===== src/rtl/dcm_rst_seq.sv =====
// dcm_rst_seq: clock/reset sequencer for the on-chip DCM.
// Pulses the DCM reset, waits for a filtered LOCKED with a timeout, requires
// a run of stable lock cycles, and only then releases the active-low system
// reset. Failed attempts are retried up to MAX_RETRY times before a sticky
// fail flag is raised. Clocked by the free-running reference (DCM CLKIN).
module dcm_rst_seq #(
  parameter int DCM_RST_CYCLES = 4,
  parameter int LOCK_TIMEOUT   = 1024,
  parameter int LOCK_STABLE    = 16,
  parameter int MAX_RETRY      = 3,
  parameter int RETRY_W        = 2,
  parameter int CNT_W          = 16
) (
  input  logic               clk,
  input  logic               reset_,
  input  logic               locked_in,
  input  logic               restart,
  output logic               dcm_rst,
  output logic               sys_reset_,
  output logic               fail,
  output logic [RETRY_W-1:0] retry_cnt,
  output logic [2:0]         state
);

  // State encodings (visible on the state output)
  localparam logic [2:0] ST_RESET     = 3'd0;
  localparam logic [2:0] ST_DCM_RST   = 3'd1;
  localparam logic [2:0] ST_WAIT_LOCK = 3'd2;
  localparam logic [2:0] ST_STABLE    = 3'd3;
  localparam logic [2:0] ST_RUN       = 3'd4;
  localparam logic [2:0] ST_FAIL      = 3'd5;

  // Terminal counts: the counter starts at 0 on state entry, so the last
  // cycle of an N-cycle phase is seen with cnt == N-1.
  localparam logic [CNT_W-1:0]   C_RST_LAST = CNT_W'(DCM_RST_CYCLES - 1);
  localparam logic [CNT_W-1:0]   C_TO_LAST  = CNT_W'(LOCK_TIMEOUT - 1);
  localparam logic [CNT_W-1:0]   C_STB_LAST = CNT_W'(LOCK_STABLE - 1);
  localparam logic [CNT_W-1:0]   C_CNT_ZERO = CNT_W'(0);
  localparam logic [CNT_W-1:0]   C_CNT_ONE  = CNT_W'(1);
  localparam logic [RETRY_W-1:0] C_RTY_MAX  = RETRY_W'(MAX_RETRY);
  localparam logic [RETRY_W-1:0] C_RTY_ZERO = RETRY_W'(0);
  localparam logic [RETRY_W-1:0] C_RTY_ONE  = RETRY_W'(1);

  // Lock synchroniser
  logic               r_sync1;
  logic               r_sync2;
  logic               w_locked_s;

  // FSM state, shared cycle counter and registered outputs
  logic [2:0]         r_state;
  logic [CNT_W-1:0]   r_cnt;
  logic [RETRY_W-1:0] r_retry;
  logic               r_dcm_rst;
  logic               r_sys_rst_n;
  logic               r_fail;

  // Next-state / next-output nets
  logic [2:0]         w_nxt_state;
  logic [RETRY_W-1:0] w_nxt_retry;
  logic [CNT_W-1:0]   w_nxt_cnt;
  logic               w_nxt_dcm_rst;
  logic               w_nxt_sys_rst_n;
  logic               w_nxt_fail;
  logic               w_restart_hit;
  logic               w_attempt_fail;
  logic               w_timed_state;

  assign w_locked_s = r_sync2;

  // Two-flop synchroniser for the asynchronous DCM LOCKED status
  always_ff @(posedge clk or negedge reset_) begin
    if (!reset_) begin
      r_sync1 <= 1'b0;
      r_sync2 <= 1'b0;
    end else begin
      r_sync1 <= locked_in;
      r_sync2 <= r_sync1;
    end
  end

  // State register: state, counter, retry count and outputs update together
  always_ff @(posedge clk or negedge reset_) begin
    if (!reset_) begin
      r_state     <= ST_RESET;
      r_cnt       <= C_CNT_ZERO;
      r_retry     <= C_RTY_ZERO;
      r_dcm_rst   <= 1'b1;
      r_sys_rst_n <= 1'b0;
      r_fail      <= 1'b0;
    end else begin
      r_state     <= w_nxt_state;
      r_cnt       <= w_nxt_cnt;
      r_retry     <= w_nxt_retry;
      r_dcm_rst   <= w_nxt_dcm_rst;
      r_sys_rst_n <= w_nxt_sys_rst_n;
      r_fail      <= w_nxt_fail;
    end
  end

  // Next-state logic: restart overrides everything except the RESET state
  always_comb begin
    w_nxt_state    = r_state;
    w_nxt_retry    = r_retry;
    w_attempt_fail = 1'b0;
    w_restart_hit  = restart && (r_state != ST_RESET);

    if (w_restart_hit) begin
      w_nxt_state = ST_DCM_RST;
      w_nxt_retry = C_RTY_ZERO;
    end else begin
      case (r_state)
        ST_RESET: begin
          w_nxt_state = ST_DCM_RST;
        end
        ST_DCM_RST: begin
          if (r_cnt == C_RST_LAST) begin
            w_nxt_state = ST_WAIT_LOCK;
          end else begin
            w_nxt_state = ST_DCM_RST;
          end
        end
        ST_WAIT_LOCK: begin
          if (w_locked_s) begin
            w_nxt_state = ST_STABLE;
          end else if (r_cnt == C_TO_LAST) begin
            w_attempt_fail = 1'b1;
          end else begin
            w_nxt_state = ST_WAIT_LOCK;
          end
        end
        ST_STABLE: begin
          // Any dropout during the stability window aborts the attempt
          if (!w_locked_s) begin
            w_attempt_fail = 1'b1;
          end else if (r_cnt == C_STB_LAST) begin
            w_nxt_state = ST_RUN;
            w_nxt_retry = C_RTY_ZERO;
          end else begin
            w_nxt_state = ST_STABLE;
          end
        end
        ST_RUN: begin
          // Lock loss while running restarts cleanly; not a failed attempt
          if (!w_locked_s) begin
            w_nxt_state = ST_DCM_RST;
            w_nxt_retry = C_RTY_ZERO;
          end else begin
            w_nxt_state = ST_RUN;
          end
        end
        ST_FAIL: begin
          w_nxt_state = ST_FAIL;
        end
        default: begin
          // Unused encodings recover through a fresh DCM reset
          w_nxt_state = ST_DCM_RST;
          w_nxt_retry = C_RTY_ZERO;
        end
      endcase

      if (w_attempt_fail) begin
        if (r_retry == C_RTY_MAX) begin
          w_nxt_state = ST_FAIL;
        end else begin
          w_nxt_state = ST_DCM_RST;
          w_nxt_retry = r_retry + C_RTY_ONE;
        end
      end else begin
        w_nxt_retry = w_nxt_retry;
      end
    end
  end

  // Output logic: next registered outputs derived from the next state
  always_comb begin
    w_nxt_dcm_rst   = 1'b1;
    w_nxt_sys_rst_n = 1'b0;
    w_nxt_fail      = 1'b0;
    w_timed_state   = 1'b0;

    case (w_nxt_state)
      ST_RESET: begin
        w_nxt_dcm_rst = 1'b1;
      end
      ST_DCM_RST: begin
        w_nxt_dcm_rst = 1'b1;
        w_timed_state = 1'b1;
      end
      ST_WAIT_LOCK: begin
        w_nxt_dcm_rst = 1'b0;
        w_timed_state = 1'b1;
      end
      ST_STABLE: begin
        w_nxt_dcm_rst = 1'b0;
        w_timed_state = 1'b1;
      end
      ST_RUN: begin
        w_nxt_dcm_rst   = 1'b0;
        w_nxt_sys_rst_n = 1'b1;
      end
      ST_FAIL: begin
        w_nxt_dcm_rst = 1'b1;
        w_nxt_fail    = 1'b1;
      end
      default: begin
        w_nxt_dcm_rst = 1'b1;
      end
    endcase

    // Counter restarts on every state change and on a (held) restart;
    // it only runs in the timed phases so it never wraps in RUN/FAIL.
    if ((w_nxt_state != r_state) || w_restart_hit) begin
      w_nxt_cnt = C_CNT_ZERO;
    end else if (w_timed_state) begin
      w_nxt_cnt = r_cnt + C_CNT_ONE;
    end else begin
      w_nxt_cnt = C_CNT_ZERO;
    end
  end

  assign dcm_rst    = r_dcm_rst;
  assign sys_reset_ = r_sys_rst_n;
  assign fail       = r_fail;
  assign retry_cnt  = r_retry;
  assign state      = r_state;

endmodule


===== config.mk =====
export PLATFORM = sky130hd
export DESIGN_NAME = dcm_rst_seq
export DESIGN_NICKNAME = d
export VERILOG_FILES = /design/src/rtl/dcm_rst_seq.sv
export SDC_FILE = /design/constraint.sdc
export NUM_CORES = 1
export LEC_CHECK = 0
export BUFFER_PORTS_ARGS = -buffer_cell sky130_fd_sc_hd__clkbuf_2
export CAP_MARGIN = 0
export CELL_PAD_IN_SITES_DETAIL_PLACEMENT = 2
export CELL_PAD_IN_SITES_GLOBAL_PLACEMENT = 2
export CORE_MARGIN = 2
export CORE_UTILIZATION = 41
export CTS_CLUSTER_SIZE = 25
export DETAILED_ROUTE_END_ITERATION = 12
export PLACE_DENSITY_LB_ADDON = 0.12
export SYNTH_ARGS = -nofsm -noshare
export SYNTH_HDL_FRONTEND = slang
export SYNTH_SLANG_ARGS = --single-unit
export TNS_END_PERCENT = 20

===== constraint.sdc =====
create_clock -name clk -period 3.9 [get_ports clk]
set_clock_uncertainty 0.1 [all_clocks]
set_input_delay 0.39 -clock clk [delete_from_list [all_inputs] [get_ports clk]]
set_output_delay 0.39 -clock clk [all_outputs]
set_load 0.02 [all_outputs]

# Yosys cells after proc, flatten, opt, wreduce, memory -nomap -nowiden
# Cells that the tools add are included.
[totals] ff_bits=26 ramBits=0 output_inout_bits=8 memories=0 latchBits=0 mem_bits_ro=0 in_bits=4
[classes] shift=0 n_mul=0 muxes=28 div_mod_pow=0 eq_ne=15 order_cmp=0 n_reduce_logical=7 bitwise=0 n_addsub=2
[ops] operator="2-to-1 mux 16 bit" count=2
[ops] operator="2-to-1 mux 3 bit" count=8
[ops] operator="adder 16 x 1 -> 16 bit, second input constant" count=1
[ops] operator="== test 16 x 10 -> 1 bit, second input constant" count=1
[ops] operator="== test 16 x 2 -> 1 bit, second input constant" count=1
[ops] operator="== test 16 x 4 -> 1 bit, second input constant" count=1
[ops] operator="one-hot mux 3 bit (5 select lines)" count=1
[ops] operator="2-to-1 mux 2 bit" count=7
[ops] operator="== test 3 x 2 -> 1 bit, second input constant" count=4
[ops] operator="== test 3 bit, second input constant" count=4
[ops] operator="2-to-1 mux 1 bit" count=8
[ops] operator="== test 3 x 1 -> 1 bit, second input constant" count=2
[ops] operator="one-hot mux 2 bit (3 select lines)" count=1
[ops] operator="OR reduction 3 bit" count=2
[ops] operator="OR reduction 4 bit" count=1
[ops] operator="zero test 3 bit" count=1
[ops] operator="inequality test 3 bit" count=1
[ops] operator="nonzero test 3 bit" count=1
[ops] operator="adder 2 x 1 -> 2 bit, second input constant" count=1
[ops] operator="== test 2 bit, second input constant" count=1
[ops] operator="one-hot mux 1 bit (2 select lines)" count=1
[ops] operator="logical AND 1 bit" count=1
[ops] operator="logical OR 1 bit" count=1

# Logic depth before layout (Yosys ltp)
# Gate-level depths: netlist of run 1.
[depth] ltp_word=12 mapped_depth=9 ltp_nobuf=7

# Worst setup path before layout of run 1
# No wires, ideal clock.
[synth_path] path_type="register to register" startpoint="register r_state[2] (netlist: state[2])" endpoint="register r_cnt[10]" slack_ns=1.506 t_arrival_ns=2.193 t_required_ns=3.699 n_path_buf=2 stages_incl_launch_ff=10 cell_sequence="dfrtp_1 > buf_2 > inv_1 > ha_1 > and4bb_2 > or3_1 > nand3_1 > a31oi_4 > buf_6 > nor4_1"
[synth_via] elab_chain_len=10 word_cells_on_any_way=24 cone_classes="eq/ne (9); mux (11); reduce/logical (4)"
[synth_rtl] item="start: declaration" line="50" rtl="logic [2:0] r_state;"
[synth_rtl] item="start signal: assignment" line="91" rtl="r_state <= w_nxt_state;"
[synth_rtl] item="== test 3 x 2 -> 1 bit / 2-to-1 mux 3 bit (equally long branches)" line="111, 125"
[synth_rtl] item="one-hot mux 1 bit (2 select lines) / 2-to-1 mux 3 bit (equally long branches)" line="111, 123"
[synth_rtl] item="2-to-1 mux 1 bit / one-hot mux 3 bit (5 select lines) (equally long branches)" line="107, 111"
[synth_rtl] item="2-to-1 mux 3 bit" line="161" rtl="if (w_attempt_fail) begin"
[synth_rtl] item="2-to-1 mux 3 bit" line="107" rtl="if (w_restart_hit) begin"
[synth_rtl] item="== test 3 x 2 -> 1 bit / == test 3 x 1 -> 1 bit (equally long branches)" line="181" rtl="case (w_nxt_state)"
[synth_rtl] item="OR reduction 3 bit (no line)"
[synth_rtl] item="2-to-1 mux 1 bit" line="181"
[synth_rtl] item="2-to-1 mux 16 bit" line="214" rtl="end else if (w_timed_state) begin"
[synth_rtl] item="2-to-1 mux 16 bit *" line="212" rtl="if ((w_nxt_state != r_state) || w_restart_hit) begin"
[synth_rtl] item="via w_nxt_cnt[10]" line="60" rtl="logic [CNT_W-1:0] w_nxt_cnt;"
[synth_rtl] item="end signal: assignment" line="92" rtl="r_cnt <= w_nxt_cnt;"
[synth_rtl] item="end: declaration" line="51" rtl="logic [CNT_W-1:0] r_cnt;"
# Mark *: on every way through the listed nets, which the timed path passes. The rest lies on a longest branch. The select of a mux whose other input is x is not followed.

# Worst setup path in the final report of run 1
[layout_path] startpoint="register r_state[2] (netlist: state[2])" endpoint="register r_cnt[8]"
# The elaborated chain is that of the path after synthesis.

==> results.md, run 1 <==
- The run finished with clean final reports.
- The initial utilization of the core area, before any placement, comes to a little over two fifths.
- The number of setup buffers added after CTS is 0.
- The maximum number of pins on one net before global-route repair is 27.
- The number of buffers and inverters on the critical path is 1.
- The slew at the pin closest to its max-slew limit is 0.728 ns.
- The total clock sinks is 26.
- The overall track demand over capacity in global routing is 21.2%.
- The final layout contains roughly 170 nets.
- The worst-case clock buffer depth is 2.
- The count of input and output buffers is 11.
- In this run the number of H-tree levels came out at 1.
- The first global-routing pass estimated 6980 um of wire.
- The peak supply drop is 0.163 mV.
- The sequential cells in the finished layout cover a total of 652 um2.
- Across the run, the number of max-cap violations was 0.
- The number of vias in the routed layout is ~1300.
- The master cell of the clock root buffer is sky130_fd_sc_hd__clkbuf_8.
- In the routed design, unresolved DRC markers number 0.
- Once detail routing completed, the nets flagged for antenna violations numbered 0.
- The fill cell total of the finished layout is 415.
- The peak per-stage delay on the critical path is between 0.5 and 0.6 ns.
- The worst slew margin relative to its limit is a little over 50%.
- The tightest min-delay check is of the in2async type.
- The max-slew violation total from the final report is 0.
- A synthesized cell averages 10.3 um2.
- The leftover overflow at the end of global routing is 0.
- The number of nets produced by synthesis is between 150 and 200.
- The share of the Yosys chip area taken by registers is 40.7%.
- For this block, the routed nets add up to 4240 um of wire.
- The routed design could run at a clock period as short as approximately 2.7 ns.
- The largest fanout of any net on the critical path is 16.
- Walking the worst path, the cells encountered are inv_1 -> ha_1 -> and4bb_2 -> or3_1 -> nand3_1 -> a31oi_4 -> nor4_1.
- The maximum clock frequency is 366 MHz.
- At the end of routability-driven placement, the weighted congestion stood at 0.795.
- The die span in x is 66.5 um.
- Buffers inserted to repair hold after CTS numbered 0.
- The wire-length estimate of the detail-placed layout is 3070 um.
- From bottom edge to top edge, the die measures between 60 and 70 um.
- The static power due to leakage is 0.000700 uW.
- The worst path uses 70.1% of the clock period.
- Summing every instance area after synthesis gives about 1600 um2.
- The initialized floorplan defines 22 standard-cell rows.
- Yosys printed 0 warnings.
- The post-cts gate resize count is 0.
- The required time of the critical path is 3.96 ns.
- STA classifies the critical path startpoint as a register.
- The overall power after layout is 857 uW.
- The areal power density over the cells is slightly below 500 nW/um2.
- The cell class contributing the biggest share of worst-path delay is simple AND/OR/NAND/NOR gates.
- The area growth from synthesis to final layout is 8.13%.
- Counting tap cells, the placed design contains a total of 208 instances.
- 0 antenna diodes ended up in the layout.
- The count of flip-flops with a built-in enable after synthesis is 0.
- The clock latency of the later-clocked register in the worst-skew pair is 0.28 ns.
- The number of global-route vias before repair came to 1392.
- The flip-flop cell with the highest count after synthesis is sky130_fd_sc_hd__dfrtp_1.
- Data arrives at the worst endpoint at 2.79 ns.
- In the final timing run, aggregate negative setup slack is 0 ns.
- Using the TritonRoute via totals, the vias-per-cell ratio works out to 6.01.
- In this run, the number of DRC markers left after iteration 0 of detailed routing was ~90.
- After the flow finishes, the layout carries non-filler instances totaling 212.
- Setup violations remaining at the end of the flow were counted as 0.
- The final number of hold-violating endpoints is 0.
- The multi-input combinational cells in the finished layout cover a total of approximately 900 um2.
- In this run, distinct cell masters in the synthesized netlist total 43.
- On the final layout, the worst hold slack is 0.0336 ns.
- Clock tree synthesis inserted a total of 3 buffers.
- Synthesis handed over a netlist of 156 instances.
- Clock-pin slew was measured on the worst setup and hold paths at 0.10 ns.
- In the final routed layout, each cell accounts on average for 20.0 um.
- The core outline area is 3720 um2.
- The first-pass detailed-route iteration total is 4.
- The number of primary I/O pins is 12.
- The critical path endpoint category is a register.
- After synthesis, the share of flip-flops with an asynchronous set or reset is between 90% and 100%.
- The standard cell with the maximum stage delay on the critical path is sky130_fd_sc_hd__dfrtp_1.
- The number of antenna violations at the first check in global routing is 0.
- The die covers 4420 um2.
- Synthesis inferred 26 register bits.
- Cells with a size suffix above 1 make up 18.9% of the layout.
- Setup repair after global routing left no endpoint under its margin.
- The type of the worst setup path is reg2reg.
- The TritonCTS clock tree is yes.
==> registers in the layout, summed over array words and instances, names as in the netlist <==
register	flops
dcm_rst	1
fail	1
r_cnt	16
r_sync1	1
r_sync2	1
retry_cnt	2
state	3
sys_reset_	1
==> metrics by stage <==
step / instance area, um2 / worst slack (ns) / util [%]
6_report: 1730 / 1.17 / 46.6
5_1_grt: 1730 / 0.968 / 46.6
4_1_cts: 1730 / 1.18 / 46.6
3_5_place_dp: 1660 / 1.22 / 44.6
3_3_place_gp: 1660 / 1.35 / 44.6
2_1_floorplan: 1600 / 1.51 / -
==> final cells by class <==
type / instances / area share, %
clock inverter: 1 / 1.74
timing repair buffer: 11 / 3.18
clock buffer: 3 / 2.39
multi-input combinational: 119 / 50.7
sequential: 26 / 37.7
inverter: 4 / 0.868
tap: 48 / 3.47
==> synth_stat cells, types with 2 or more instances <==
master / n / area (um2)
sky130_fd_sc_hd__and3_1: 5 / 31.3
sky130_fd_sc_hd__nand2_1: 11 / 41.3
sky130_fd_sc_hd__xnor2_1: 6 / 52.6
sky130_fd_sc_hd__nor3_1: 5 / 25.0
sky130_fd_sc_hd__inv_1: 4 / 15.0
sky130_fd_sc_hd__or4_1: 2 / 15.0
sky130_fd_sc_hd__nor4_1: 16 / 100
sky130_fd_sc_hd__o211ai_1: 2 / 15.0
sky130_fd_sc_hd__ha_1: 4 / 50.1
sky130_fd_sc_hd__nand4_1: 4 / 25.0
sky130_fd_sc_hd__nor2_1: 7 / 26.3
sky130_fd_sc_hd__a21oi_1: 4 / 20.0
sky130_fd_sc_hd__or3_1: 2 / 12.5
sky130_fd_sc_hd__and4_1: 2 / 17.5
sky130_fd_sc_hd__buf_6: 3 / 33.8
sky130_fd_sc_hd__or4_4: 2 / 22.5
sky130_fd_sc_hd__nor4_4: 2 / 42.5
sky130_fd_sc_hd__a31oi_4: 2 / 42.5
sky130_fd_sc_hd__nor2b_1: 2 / 12.5
sky130_fd_sc_hd__buf_2: 3 / 15.0
sky130_fd_sc_hd__nand2b_1: 3 / 18.8
sky130_fd_sc_hd__dfrtp_1: 25 / 626
sky130_fd_sc_hd__nand3_1: 9 / 45.0
sky130_fd_sc_hd__o21ai_0: 4 / 20.0
sky130_fd_sc_hd__o22ai_1: 2 / 12.5
sky130_fd_sc_hd__xor2_1: 8 / 70.1
==> cell families after synthesis <==
family                   synth area share (%)
adder cells (fa/ha/maj)                  3.13
flip-flops                               40.7
buffers and inverters                    4.46
AO/OA/AOI/OAI                            12.0
multiplexers                            0.704
XOR/XNOR                                 7.66
AND/OR/NAND/NOR                          31.3
==> metal layers <==
layer,up-vias,track usage (%),part of all wire [%]
li1,608,-,-
met1,651,26.5,44
met2,10,37.3,53
met3,6,2.70,1.3
met4,0,7.40,1.5
met5,-,0,0
==> layout by cell type (no fill, tap or decap), drive strengths merged, types with 2 or more instances in the layout <==
cell and n:
dfrtp 25, nor2 7, clkbuf 14, or3 2
o211ai 2, nand4 4, xnor2 6, nor2b 2
ha 4, or4 4, xor2 8, nand2 11
nor3 5, nand2b 3, a21oi 4, o22ai 2
inv 4, and3 5, nor4 19, a31oi 2
o21ai 5, and4 2, nand3 9
==> report_power, final <==
part	total [uW]	internal, uW	switching (uW)	leakage [uW]
logic	287	96.3	191	0.000317
clock network	227	138	89.1	0.0000357
registers	343	296	47.3	0.000348
==> path summary, 6_finish.rpt <==
path	depth (start not counted)	endpoint	slack, ns	startpoint
max	7	r_cnt[8]$_DFF_PN0_	1.17	state[2]$_DFF_PN0_
min	1	r_cnt[12]$_DFF_PN0_	0.03	reset_
max reg2reg	7	r_cnt[8]$_DFF_PN0_	1.17	state[2]$_DFF_PN0_
min reg2reg	0	r_sync2$_DFF_PN0_	0.25	r_sync1$_DFF_PN0_
max in group asynchronous	1	r_cnt[5]$_DFF_PN0_	3.23	reset_
min in group clk	1	r_sync1$_DFF_PN0_	0.12	locked_in
Power figures use the tool's default switching activity.
==> inputs of run 2 (changes only) <==
Settings changed: ABC_AREA set to 1, CORE_UTILIZATION 41 to 36.
Clock period 3.9 ns to 2.6 ns, I/O delays scaled along.
==> run 2 against run 1 <==
- maximum frequency increased by 20%
- synthesized cell count increased by 38%
- synthesized area increased by 11%
- global-route usage decreased by 0.89 points
- clock power increased by 53%
- register-to-register slack got worse by 0.85 ns
==> results.md, run 2 <==
- The number of endpoints failing setup at the final stage was 0 (unchanged).
- The worst slack after detailed placement is 0.211 ns (-1.01 ns).
- The number of maximum-capacitance constraint violations came to 0 (unchanged).
- The die boundary height came to 74.3 um (+12%).
- The slack of the critical path is 0.314 ns (-0.853 ns).
- The most used flip-flop cell after synthesis is sky130_fd_sc_hd__dfrtp_1.
- In the layout the commonest cells are sky130_fd_sc_hd__nand2_1, sky130_fd_sc_hd__nand3_1, sky130_fd_sc_hd__inv_1, sky130_fd_sc_hd__dfrtp_1, sky130_fd_sc_hd__nor2_1.
- The overall track demand over capacity in global routing is 20.3% (-0.89 points).
- The proportion of total power due to net switching is 43.5% (+5.3 points).
- The slew at the pin closest to its max-slew limit came to 0.646 ns (-0.0827 ns).
- The number of antenna violations at the first check in global routing is 0 (unchanged).
- The clock slew seen by the registers of the worst setup and hold paths is 0.09 ns (about the same).
- The cell type with the highest aggregate area in the netlist is sky130_fd_sc_hd__dfrtp_1.
- The share of layout cells above drive strength 1 is 24.7% (+5.8 points).
- The proportion of register bits with asynchronous set or reset after synthesis is 100% (unchanged).
- Leaving out fill and tap cells, the most frequent cell in the layout is sky130_fd_sc_hd__nand2_1.
- The synthesized area per cell is 8.23 um2 (-20%).
- The starting DRC count in detailed routing was 51 (-42%).
- The number of global-route vias before repair is 1655 (+19%).
- The static power due to leakage is 0.000946 uW (+35%).
- The synthesis warning total is 0 (unchanged).
- The minimum clock period after layout is 2.29 ns (-0.447 ns).
- The remaining routing DRC violations is 0 (unchanged).
- The die span in x is 74.3 um (+12%).
- The number of different library cells in the post-synthesis netlist is 31 (-28%).
- The logic gate share of total power came to 42.3% (+8.8 points).
- The number of cell rows is 25 (+14%).
- The share of the synthesized area in the top cell type came to 35.2% (-3.9 points).
- TritonCTS built the clock tree.
- The ratio of routed vias to standard cells is 5.06 (-16%).
- The required time of the critical path came to 2.66 ns (-1.30 ns).
- The area growth from synthesis to layout is 11.5%.
- The largest fanout of any net on the critical path is 17 (+1).
- The initial standard-cell utilization of the core is 37.4% (-5.7 points).
- The proportion of synthesized chip area in sequential cells is 36.7% (-4.0 points).
- The number of nets produced by synthesis is 224 (+37%).
- Traced cell by cell, the critical path runs through ha_1 -> nand3_4 -> nor2_4 -> nand2_2 -> nand2_4 -> nand2_1 -> nand2_1 -> nor2_2 -> nand3_2 -> nand3_1 -> nor3_2.
- The standard cell with the maximum stage delay on the critical path is sky130_fd_sc_hd__dfrtp_1.
- The count of flip-flops with a built-in enable after synthesis is 0 (unchanged).
- The worst slew margin relative to its limit is 57.0% (+5.8 points).
- The clock latency of the later-clocked register in the worst-skew pair came to 0.28 ns (about the same).
- The max-slew violation total from the final report was 0 (unchanged).
- The core occupancy in the finished layout is 41.7% (-4.9 points).
- The final wirelength was 4910 um (+16%).
- The final number of hold-violating endpoints is 0 (unchanged).
- The routed length per instance is 16.5 um (-18%).
- Counting stages on the worst path, the most repeated cell is sky130_fd_sc_hd__nand2_1.
- The worst hold-check path type is reg2reg.
- Setup repair after global routing left no endpoint under its margin.
- The type of the worst setup path is reg2reg.
- The total clock sinks is 26 (unchanged).
- The share of total power in the clock network came to 24.3% (-2.1 points).
- The fill cell total of the finished layout is 563 (+36%).
- The worst-case clock buffer depth is 2 (unchanged).
- The first-pass detailed-route iteration total came to 4 (unchanged).
- The wire length of the first global-routing pass is 8470 um (+21%).
- The core outline area was 4750 um2 (+28%).
- The most common cell in the synthesized netlist is sky130_fd_sc_hd__nand2_1.
- The peak per-stage delay on the critical path is 0.41 ns (-0.16 ns).
- The number of cells produced by synthesis is 216 (+38%).
- The die footprint is 5510 um2 (+25%).
- The flow ran to the end, and the final reports show no timing, DRC or antenna violations.
- The count of antenna-violating nets left after detailed routing is 0 (unchanged).
- The number of levels in the clock H-tree is 1 (unchanged).
- The maximum clock frequency came to 437 MHz (+20%).
- The count of input and output buffers came to 11 (unchanged).
- The part of the cycle the worst path needs is 87.9% (+18 points).
- The areal power density over the cells is 722 nW/um2 (+46%).
- Clock tree synthesis selected as its root buffer the cell sky130_fd_sc_hd__clkbuf_8.
- The peak supply drop is 0.352 mV (+120%).
- The maximum number of pins on one net before global-route repair is 27 (unchanged).
- Ranked by total cell area, the synthesized netlist is headed by sky130_fd_sc_hd__dfrtp_1, sky130_fd_sc_hd__nand3_1, sky130_fd_sc_hd__nand2_1.
- The post-synthesis register bit count came to 26 (unchanged).
- The number of primary I/O pins is 12 (unchanged).
- STA classifies the critical path endpoint as a register.
- The last weighted congestion value of the routability-driven placer came to 0.937 (+18%).
- The HPWL after detailed placement is 3660 um (+19%).
- The number of setup buffers added after CTS is 0 (unchanged).
- The post-synthesis cell area is 1780 um2 (+11%).
- The commonest cells after synthesis are sky130_fd_sc_hd__nand2_1, sky130_fd_sc_hd__nand3_1, sky130_fd_sc_hd__dfrtp_1, sky130_fd_sc_hd__inv_1, sky130_fd_sc_hd__nor2_1.
- The leftover overflow at the end of global routing is 0 (unchanged).
- The overall power after layout is 1430 uW (+67%).
- The arrival time of the worst setup path is 2.35 ns (-0.44 ns).
- The sequential share of power was 33.4% (-6.6 points).
- The antenna diode instance count is 0 (unchanged).
- The internal cell power is 808 uW (+53%).
- The total net switching power is 623 uW (+90%).
- The register ranked first by flip-flop count is r_cnt.
- The number of vias in the routed layout is 1508 (+18%).
- The net count of the finished layout was 240 (+39%).
- The number of CTS-inserted buffers came to 3 (unchanged).
- The worst reg-to-reg setup slack is 0.31 ns (-0.85 ns).
- The accumulated negative setup slack was 0 ns (unchanged).
- STA classifies the critical path startpoint as a register.
- The number of flip-flops under the largest register name is 16 (unchanged).
==> run 2: cell count changes after synthesis, sizes merged, moves of 5 or more <==
cell	delta
nor4	-18
nand2	+29
inv	+26
nor2	+18
nor3	+13
nand3	+27
and3	-5
==> run 2: path summary, 6_finish.rpt <==
kind                                    start                endpoint  cells past startpoint
max                        r_cnt[0]$_DFF_PN0_     r_cnt[14]$_DFF_PN0_                     11
min in group asynchronous              reset_     r_cnt[15]$_DFF_PN0_                      2
max in group asynchronous              reset_  retry_cnt[1]$_DFF_PN0_                      2
max reg2reg                r_cnt[0]$_DFF_PN0_     r_cnt[14]$_DFF_PN0_                     11
min                         r_sync1$_DFF_PN0_       r_sync2$_DFF_PN0_                      0
min reg2reg                 r_sync1$_DFF_PN0_       r_sync2$_DFF_PN0_                      0
==> run 2: power by group through the flow <==
stage | Sequential [uW] | Clock [uW] | Combinational [uW]
floorplan | 494 | 0 | 452
global placement | 483 | 0 | 582
detailed placement | 486 | 0 | 603
CTS | 479 | 360 | 608
global route | 484 | 370 | 670
finish | 478 | 348 | 605
==> run 2: routing by layer <==
layer  wire length (um)  GRT usage, %  vias up
li1                   -             -      728
met1               2400          27.9      765
met2               2400          34.3       10
met3                 80          3.66        5
met4                 36          2.98        0
met5                  0             0        -
==> run 2: cell families after synthesis <==
| group | after synthesis | synth area share [%] |
|---|---|---|
| simple gates | 126 | 40.1 |
| buf+inv | 37 | 10.1 |
| xor+xnor | 13 | 6.41 |
| compound gates | 10 | 3.87 |
| flops | 26 | 36.7 |
| fa+ha+maj | 4 | 2.82 |
==> run 2: worst max-delay path: cells and delay by family (launching register included) <==
| family | cells | cell delay [ns] |
|---|---|---|
| adder cells (fa/ha/maj) | 1 | 0.29 |
| AND/OR/NAND/NOR | 10 | 1.37 |
| flip-flops | 1 | 0.41 |
==> run 2: stage by stage <==
step	cells	hold slack [ns]	cell area (um2)
floorplan	216	-0.136	1780
global placement	292	0.212	1880
detailed placement	292	0.228	1880
CTS	298	0.261	1970
global route	298	0.269	1980
finish	298	0.256	1980
==> run 2: final cells by class <==
class | instances | area [um2] | area share [%]
sequential | 26 | 652 | 32.9
tap | 67 | 83.8 | 4.23
inverter | 32 | 123 | 6.19
timing repair buffer | 16 | 97.6 | 4.93
clock inverter | 1 | 30.0 | 1.52
clock buffer | 3 | 41.3 | 2.08
multi-input combinational | 153 | 953 | 48.1
==> run 2: what timing repair did <==
action	4_1_cts	5_1_grt
resized for setup	0	1
hold buffers	2	0
hold endpoints to repair	26	0
setup endpoints to repair	0	8
==> inputs of run 3 (changes only) <==
--- a/config.mk
+++ b/config.mk
@@ -11,5 +11,4 @@
 export CELL_PAD_IN_SITES_DETAIL_PLACEMENT = 2
 export CELL_PAD_IN_SITES_GLOBAL_PLACEMENT = 2
-export CORE_MARGIN = 2
 export CORE_UTILIZATION = 36
 export CTS_CLUSTER_SIZE = 25
==> constraint.sdc (replaced) <==
create_clock -name clk -period 2.6 [get_ports clk]
set_clock_uncertainty 0.1 [all_clocks]
set_input_delay 0.52 -clock clk [delete_from_list [all_inputs] [get_ports clk]]
set_output_delay 0.52 -clock clk [all_outputs]
set_load 0.02 [all_outputs]
==> run 3 against run 2 <==
- wire length increased by 4.1%
- power decreased by 4.9%
- non-clock buffer count decreased by 1
- core utilization decreased by 0.33 points
- largest cell class unchanged
==> results.md, run 3 (synthesis results as in run 2) <==
- The routed length per instance is 17.2 um (+4.5%).
- The ratio of routed vias to standard cells is 5.06 (about the same).
- Setup repair after global routing left no endpoint under its margin.
- The required time of the critical path is 2.67 ns (about the same).
- The worst setup path is captured at a register.
- The run finished with clean final reports.
- The area used by multi-input combinational logic is 953 um2 (unchanged).
- The HPWL after detailed placement was 3940 um (+7.5%).
- The critical path is of the reg2reg type.
- The arrival time of the worst setup path was 2.40 ns (+0.05 ns).
- The master cell of the clock root buffer is sky130_fd_sc_hd__clkbuf_8.
- The final wirelength is 5120 um (+4.1%).
- The number of primary I/O pins is 12 (unchanged).
- The overall track demand over capacity in global routing is 22.2% (+1.9 points).
- The leftover overflow at the end of global routing is 0 (unchanged).
- The number of flip-flops under the largest register name was 16 (unchanged).
- The antenna diode instance count came to 0 (unchanged).
- The part of the cycle the worst path needs was 89.3% (+1.4 points).
- The slack of the critical path is 0.278 ns (-0.0359 ns).
- The cell repeated most along the worst path is sky130_fd_sc_hd__nand2_1.
- The number of maximum-capacitance constraint violations is 0 (unchanged).
- The last weighted congestion value of the routability-driven placer came to 0.819 (-13%).
- The number of instances in the placed design came to 293 (+0.34%).
- The maximum number of pins on one net before global-route repair was 27 (unchanged).
- The final number of hold-violating endpoints was 0 (unchanged).
- The worst slew margin relative to its limit is 53.2% (-3.7 points).
- The minimum clock period after layout is 2.32 ns (+0.0359 ns).
- The core outline area is 4720 um2 (-0.66%).
- The share of layout cells above drive strength 1 was 25.2% (+0.54 points).
- The area occupied by registers is 652 um2 (unchanged).
- The peak per-stage delay on the critical path is 0.47 ns (+0.06 ns).
- The die boundary height is 72.3 um (-2.7%).
- The largest fanout of any net on the critical path came to 17 (unchanged).
- The count of input and output buffers is 11 (unchanged).
- The number of levels in the clock H-tree came to 1 (unchanged).
- The die footprint is 5220 um2 (-5.3%).
- The accumulated negative setup slack is 0 ns (unchanged).
- The net count of the finished layout was 239 (-0.42%).
- The areal power density over the cells is 697 nW/um2 (-3.5%).
- The first-pass detailed-route iteration total was 4 (unchanged).
- The number of endpoints failing setup at the final stage is 0 (unchanged).
- The count of antenna-violating nets left after detailed routing is 0 (unchanged).
- The standard cell with the maximum stage delay on the critical path is sky130_fd_sc_hd__dfrtp_1.
- The register ranked first by flip-flop count is r_cnt.
- The static power due to leakage is 0.000936 uW (-1.0%).
- The max-slew violation total from the final report came to 0 (unchanged).
- The maximum clock frequency is 431 MHz (-1.5%).
- The area growth from synthesis to final layout is 9.86%.
- The number of standard cells in the layout, taps in and fillers out is 297 (-0.34%).
- The initial standard-cell utilization of the core is 37.6% (+0.25 points).
- The most common library cell in the layout ignoring fill and taps is sky130_fd_sc_hd__nand2_1.
- The starting DRC count in detailed routing was 31 (-39%).
- The signal on the critical path passes through nor2_1 -> nand2_1 -> nor2_2 -> nand3_1 -> nand2_1 -> nand2_1 -> nor2_2 -> nand3_2 -> nand3_1 -> nor3_2.
- The worst hold slack is 0.164 ns (-0.0920 ns).
- The peak supply drop is 0.287 mV (-19%).
- The number of global-route vias before repair is 1726 (+4.3%).
- The core occupancy in the finished layout is 41.3% (-0.33 points).
- The wire length of the first global-routing pass is 8750 um (+3.3%).
- The worst reg-to-reg setup slack is 0.28 ns (-0.04 ns).
- The clock latency of the later-clocked register in the worst-skew pair came to 0.28 ns (about the same).
- The die span in x is 72.3 um (-2.7%).
- The slew at the pin closest to its max-slew limit is 0.701 ns (+0.0555 ns).
- The worst slack after detailed placement is 0.200 ns (-0.0107 ns).
- TritonCTS built the clock tree.
- The remaining routing DRC violations is 0 (unchanged).
- The number of CTS-inserted buffers came to 3 (unchanged).
- The number of cell rows is 25 (unchanged).
- STA classifies the critical path startpoint as a register.
- In the layout the commonest cells are sky130_fd_sc_hd__nand2_1, sky130_fd_sc_hd__nand3_1, sky130_fd_sc_hd__inv_1, sky130_fd_sc_hd__dfrtp_1, sky130_fd_sc_hd__nor2_1.
- The worst hold-check path type is in2async.
- The worst-case clock buffer depth is 2 (unchanged).
- The clock slew seen by the registers of the worst setup and hold paths was 0.10 ns (about the same).
- The fill cell total of the finished layout was 544 (-3.4%).
- The number of antenna violations at the first check in global routing is 0 (unchanged).
- The number of vias in the routed layout was 1503 (-0.33%).
- The total clock sinks was 26 (unchanged).
[run 3: final cells by class]
| type | instances | share of cell area, % |
|---|---|---|
| multi-input cells | 153 | 48.8 |
| flip-flops and latches | 26 | 33.4 |
| inverters | 32 | 6.28 |
| repair buffers | 15 | 4.36 |
| well taps | 67 | 4.29 |
| clock buffers | 4 | 2.82 |
[run 3: final timing paths]
path | endpoint | cells after the start | startpoint
max | r_cnt[6]$_DFF_PN0_ | 10 | r_cnt[11]$_DFF_PN0_
min | r_cnt[6]$_DFF_PN0_ | 1 | reset_
max reg2reg | r_cnt[6]$_DFF_PN0_ | 10 | r_cnt[11]$_DFF_PN0_
min reg2reg | r_sync2$_DFF_PN0_ | 0 | r_sync1$_DFF_PN0_
max in group asynchronous | state[1]$_DFF_PN0_ | 1 | reset_
min in group clk | r_sync1$_DFF_PN0_ | 1 | locked_in
[run 3: worst max-delay path: cells and delay by family, from the launching register on]
| kind | cells | cell delay (ns) |
|---|---|---|
| AND/OR/NAND/NOR | 10 | 1.63 |
| flip-flops | 1 | 0.47 |
[run 3: per-layer routing]
layer  share of wire [%]  routed length (um)  global-route usage (%)
met1                  50                2570                    31.3
met2                  47                2420                    35.9
met3                 1.4                  71                    2.64
met4                 1.0                  53                    5.88
met5                   0                   0                       0
[run 3: where the power goes]
group          total (uW)  internal (uW)  switching [uW]
sequential            471            437            33.6
combinational         610            168             442
clock                 281            136             145
[run 3: per-stage QoR]
stage | power, uW | cell area (um2)
after CTS | 1370 | 1940
after detailed placement | 1090 | 1890
after global placement | 1070 | 1890
final | 1360 | 1950
after floorplan | 946 | 1780
after global routing | 1440 | 1950
[run 3: timing repair]
item                       in CTS  in global routing
hold buffers                    0                  0
buffers inserted                0                  0
hold endpoints to repair        0                  0
setup endpoints to repair       0                 10
resized for setup               0                  1
